$ cat config.mk
export PLATFORM = sky130hd
export DESIGN_NAME = lsu_ctrl
export DESIGN_NICKNAME = d
export VERILOG_FILES = /design/src/rtl/lsu_ctrl.sv
export SDC_FILE = /design/constraint.sdc
export NUM_CORES = 1
export LEC_CHECK = 0
export BUFFER_PORTS_ARGS = -buffer_cell sky130_fd_sc_hd__buf_2
export CAP_MARGIN = 20
export CORE_ASPECT_RATIO = 1.1
export CORE_MARGIN = 5
export CORE_UTILIZATION = 30
export DETAILED_ROUTE_END_ITERATION = 10
export GPL_TIMING_DRIVEN = 0
export PLACE_DENSITY = 0.56
export SYNTH_ARGS = -nofsm -noshare
export SYNTH_HDL_FRONTEND = slang
export SYNTH_SLANG_ARGS = --single-unit
$ cat constraint.sdc
create_clock -name clk -period 5.2 [get_ports clk]
set_input_delay 1.04 -clock clk [delete_from_list [all_inputs] [get_ports clk]]
set_output_delay 1.04 -clock clk [all_outputs]
set_load 0.05 [all_outputs]
$ cat src/rtl/lsu_ctrl.sv
// Load/store controller in front of the data memory: buffers in-order requests in a
// small FIFO, runs one memory access at a time and returns a response per request.
module lsu_ctrl #(
  parameter int DATA_W     = 16,
  parameter int ADDR_W     = 16,
  parameter int MEM_DEPTH  = 1024,
  parameter int FIFO_DEPTH = 4
) (
  input  logic              clk,
  input  logic              rst_n,
  input  logic              req_valid,
  output logic              req_ready,
  input  logic              req_we,
  input  logic [ADDR_W-1:0] req_addr,
  input  logic [DATA_W-1:0] req_wdata,
  output logic              resp_valid,
  input  logic              resp_ready,
  output logic [DATA_W-1:0] resp_rdata,
  output logic              resp_err,
  output logic              mem_we_n,
  output logic [ADDR_W-1:0] mem_addr,
  output logic [DATA_W-1:0] mem_wdata,
  input  logic [DATA_W-1:0] mem_rdata,
  output logic              busy
);

  localparam int PTR_W = $clog2(FIFO_DEPTH);
  localparam logic [PTR_W-1:0] PTR_ONE   = PTR_W'(1);
  localparam logic [PTR_W:0]   CNT_ONE   = (PTR_W+1)'(1);
  localparam logic [PTR_W:0]   CNT_FULL  = (PTR_W+1)'(FIFO_DEPTH);
  localparam logic [ADDR_W:0]  MEM_LIMIT = (ADDR_W+1)'(MEM_DEPTH);

  typedef enum logic [1:0] {IDLE, ISSUE, CAPTURE, RESP} state_e;

  logic              fifo_we_q    [FIFO_DEPTH];
  logic [ADDR_W-1:0] fifo_addr_q  [FIFO_DEPTH];
  logic [DATA_W-1:0] fifo_wdata_q [FIFO_DEPTH];

  logic [PTR_W-1:0]  wr_ptr_q, wr_ptr_d;
  logic [PTR_W-1:0]  rd_ptr_q, rd_ptr_d;
  logic [PTR_W:0]    count_q, count_d;
  state_e            state_q, state_d;
  logic              op_we_q, op_we_d;
  logic              resp_valid_q, resp_valid_d;
  logic [DATA_W-1:0] resp_rdata_q, resp_rdata_d;
  logic              resp_err_q, resp_err_d;
  logic              mem_we_n_q, mem_we_n_d;
  logic [ADDR_W-1:0] mem_addr_q, mem_addr_d;
  logic [DATA_W-1:0] mem_wdata_q, mem_wdata_d;

  logic              empty, full, push, pop;
  logic              head_we, head_oor;
  logic [ADDR_W-1:0] head_addr;
  logic [DATA_W-1:0] head_wdata;

  assign empty      = (count_q == '0);
  assign full       = (count_q == CNT_FULL);
  assign push       = req_valid && !full;
  assign pop        = (state_q == IDLE) && !empty;
  assign head_we    = fifo_we_q[rd_ptr_q];
  assign head_addr  = fifo_addr_q[rd_ptr_q];
  assign head_wdata = fifo_wdata_q[rd_ptr_q];
  assign head_oor   = ({1'b0, head_addr} >= MEM_LIMIT);

  // NOTE: FIFO storage carries no reset; entries are only read once count says they hold data.
  always_ff @(posedge clk) begin
    if (push) begin
      fifo_we_q[wr_ptr_q]    <= req_we;
      fifo_addr_q[wr_ptr_q]  <= req_addr;
      fifo_wdata_q[wr_ptr_q] <= req_wdata;
    end
  end

  always_comb begin
    // NOTE: every next-state value starts from its current value so no path infers a latch.
    wr_ptr_d     = wr_ptr_q;
    rd_ptr_d     = rd_ptr_q;
    count_d      = count_q;
    state_d      = state_q;
    op_we_d      = op_we_q;
    resp_valid_d = resp_valid_q;
    resp_rdata_d = resp_rdata_q;
    resp_err_d   = resp_err_q;
    mem_we_n_d   = mem_we_n_q;
    mem_addr_d   = mem_addr_q;
    mem_wdata_d  = mem_wdata_q;

    if (push) wr_ptr_d = wr_ptr_q + PTR_ONE;
    if (pop)  rd_ptr_d = rd_ptr_q + PTR_ONE;
    unique case ({push, pop})
      2'b10:   count_d = count_q + CNT_ONE;
      2'b01:   count_d = count_q - CNT_ONE;
      default: count_d = count_q;
    endcase

    unique case (state_q)
      IDLE: begin
        if (!empty) begin
          op_we_d = head_we;
          if (head_oor) begin
            // Trapped before the memory: the memory port keeps its previous values.
            state_d      = RESP;
            resp_valid_d = 1'b1;
            resp_err_d   = 1'b1;
            resp_rdata_d = '0;
          end else begin
            state_d     = ISSUE;
            mem_addr_d  = head_addr;
            mem_wdata_d = head_wdata;
            mem_we_n_d  = !head_we;
          end
        end
      end
      ISSUE: begin
        mem_we_n_d = 1'b1;
        if (op_we_q) begin
          state_d      = RESP;
          resp_valid_d = 1'b1;
          resp_err_d   = 1'b0;
          resp_rdata_d = '0;
        end else begin
          state_d = CAPTURE;
        end
      end
      CAPTURE: begin
        state_d      = RESP;
        resp_valid_d = 1'b1;
        resp_err_d   = 1'b0;
        resp_rdata_d = mem_rdata;
      end
      RESP: begin
        if (resp_ready) begin
          state_d      = IDLE;
          resp_valid_d = 1'b0;
        end
      end
      default: state_d = IDLE;
    endcase
  end

  // Async reset pulls mem_we_n high at once, aborting a store caught in ISSUE.
  always_ff @(posedge clk or negedge rst_n) begin
    if (!rst_n) begin
      // NOTE: sequential state uses non-blocking assignments so every flop sees pre-edge values.
      wr_ptr_q     <= '0;
      rd_ptr_q     <= '0;
      count_q      <= '0;
      state_q      <= IDLE;
      op_we_q      <= 1'b0;
      resp_valid_q <= 1'b0;
      resp_rdata_q <= '0;
      resp_err_q   <= 1'b0;
      mem_we_n_q   <= 1'b1;
      mem_addr_q   <= '0;
      mem_wdata_q  <= '0;
    end else begin
      wr_ptr_q     <= wr_ptr_d;
      rd_ptr_q     <= rd_ptr_d;
      count_q      <= count_d;
      state_q      <= state_d;
      op_we_q      <= op_we_d;
      resp_valid_q <= resp_valid_d;
      resp_rdata_q <= resp_rdata_d;
      resp_err_q   <= resp_err_d;
      mem_we_n_q   <= mem_we_n_d;
      mem_addr_q   <= mem_addr_d;
      mem_wdata_q  <= mem_wdata_d;
    end
  end

  assign req_ready  = !full;
  assign resp_valid = resp_valid_q;
  assign resp_rdata = resp_rdata_q;
  assign resp_err   = resp_err_q;
  assign mem_we_n   = mem_we_n_q;
  assign mem_addr   = mem_addr_q;
  assign mem_wdata  = mem_wdata_q;
  assign busy       = !empty || (state_q != IDLE);

endmodule

==> flow_summary.ini <==
[layout]
utilization_pct = 37.4
fin_nets = 558
final_common_cell = edfxtp_1
final_cell_mix = edfxtp_1 (132), buf_2 (110), dfrtp_1 (60)
layout-drive-gt1-share_pct = 39.9
diodes = 0
final_cells = 811
stdcell_area_mm2 = 0.00888
syn_to_final_growth_pct = 22.5

[critical_path]
path_class = reg -> reg
start_kind = register
cp.arrival_ps = 3030
r2r_cells = 5
cp.required_ps = 5510
cp_max_fo = 10
worstSetupEndpointType = register

[timing]
worstMarginPinSlew_ps = 853
finalCritPeriodShare_pct = 52.2
hold_violations = 0
max_slew_margin_pct = 43.2
rsz0062_at_grt = no
max_freq_mhz = 368
slew_violations = 0
tns_ps = 0
fin_worst_skew_ps = 18.0
worst_slack_ps = 2480
setup_viol = 0
min_period_ps = 2720
fin_hold_ws_ps = 491

[drt]
drt-total-wl_um = 14700
drtIter0Drc = 128
viasPerCell = 4.55
drc = 0
routedWlPerCell_um = 18.2
drt_first_pass_iters = 4
vias = 3688
ant_nets = 0

[clock_tree]
cts_sinks = 193
postCtsSetupBuffers = 0
cts_hold_buf = 0
clk_pin_slew_worst_paths_ps = 80
cts_buffers = 17
cts_max_level = 4
cts_tree = built
cts-root-buf = clkbuf_16
cts_resized = 0
max-clock-path-buffers = 2
clock_latency_ps = 440

[grt]
grt_pass1_wl_um = 22700
grt_pass1_vias = 4028
grt_max_degree = 62
antenna_found_initial = 1
grt_util_all_layers_pct = 11.0
grt.overflow.total = 0

[die]
row_count = 59
dieHeight_um = 173
fp.dieW_um = 158
pin_count = 106
initial_core_util_pct = 30.5
fp.dieArea_mm2 = 0.0274
core_mm2 = 0.0238

[synthesis]
synth_area_mm2 = 0.00725
ys.warnings.count = 0
synth_compound_area_share_pct = 3.57
synthXorXnorAreaFrac_pct = 0.725
syn_avg_cell_area_um2 = 19.9
synthMuxAreaShare_pct = 13.0
synth_cells = 364
syn_nets = 429
ys_types = 41
synth_ff_type = edfxtp_1
synth_seq_cells = 193
async_flop_share_pct = 31.6
yosys.area_share.simple_pct = 3.09
yosysSeqAreaShare_pct = 75.8
synth_edf_count = 132
synthAdderAreaFrac_pct = 2.17
synth_top_family_by_area = multiplexers

[outcome]
outcome = complete, no violations

[place]
hpwl_um = 9700
gp_congestion = 0.732
dpl.cell_count = 778
pre_cts_slack_ps = 2400
place.port_buffers = 105
placedInstanceArea_mm2 = 0.00824

[run]
max_cap_violations = 0

[worst_hold_path]
hold_depth = 1
hp-class = reg -> reg

[power_and_ir_drop]
p_per_area_mw_per_mm2 = 627
p_leak_nw = 3.56
power.total_mw = 5.57
ir_drop_mv = 0.293
==> where the power goes <==
part	internal (mW)	total, mW	switching [mW]	leakage (nW)
clock	0.735	1.35	0.618	0.294
combinational	0.679	1.97	1.29	1.25
sequential	2.08	2.24	0.163	2.02
total	3.49	5.57	2.07	3.56
==> routing by layer <==
layer	track usage (%)	routed length (um)	share of wire, %
met5	0	18	0.12
met4	3.20	157	1.1
met3	3.03	841	5.7
met2	18.9	7530	51
met1	13.5	6200	42
==> Yosys cell counts (all sizes together), types with 2 or more instances <==
cell type	count	area share, %
and3	4	0.35
a21oi	3	0.21
nand3	2	0.14
mux4	28	8.7
clkbuf	5	0.26
a211oi	3	0.48
buf	8	0.72
ha	11	1.9
dfrtp	60	21
nand2	7	0.36
nor2b	6	0.52
nor4b	2	0.24
a22o	16	1.9
xor2	2	0.24
inv	13	0.67
a22oi	2	0.21
xnor2	4	0.48
edfxtp	132	55
mux2	27	4.2
o21ai	3	0.21
nor2	6	0.31
nand2b	2	0.17
or2	4	0.35
==> worst paths after layout <==
kind                                           from                          to  slack, ps
setup / recovery            rd_ptr_q[0]$_DFFE_PN0P_     mem_addr[8]$_DFFE_PN0P_       2480
hold / removal             mem_wdata[7]$_DFFE_PN0P_    mem_wdata[7]$_DFFE_PN0P_        490
setup reg to reg            rd_ptr_q[0]$_DFFE_PN0P_     mem_addr[8]$_DFFE_PN0P_       2480
hold reg to reg            mem_wdata[7]$_DFFE_PN0P_    mem_wdata[7]$_DFFE_PN0P_        490
max in group asynchronous                     rst_n     mem_addr[8]$_DFFE_PN0P_       3930
min in group asynchronous                     rst_n  resp_rdata[14]$_DFFE_PN0P_        720
==> sequential cells by signal, summed over array words and instances, names as in the netlist <==
signal,count
count_q,3
mem_addr,16
mem_we_n,1
wr_ptr_q,2
resp_valid,1
resp_err,1
op_we_q,1
resp_rdata,16
mem_wdata,16
fifo_wdata_q,64
state_q,2
fifo_we_q,4
fifo_addr_q,64
rd_ptr_q,2
==> layout make-up <==
cell class	count	area, um^2
timing repair buffer	110	619
clock buffer	17	425
tap	305	382
multi-input combinational	145	1640
sequential	193	5490
clock inverter	15	200
inverter	13	48.8
fill	2214	14900
buffer	13	71.3
==> critical path, stage by stage (launching register included) <==
cell      delay (ps)
dfrtp_1          320
clkbuf_1         320
mux4_2           620
a211oi_4         560
buf_2            400
mux2_2           370
==> kinds of logic after synthesis <==
kind of cell | Yosys count
mux | 56
flops | 193
fa+ha+maj | 12
xor+xnor | 6
compound gates | 32
simple gates | 39
buf+inv | 26
Note: power is estimated with default switching activity, not from simulation.
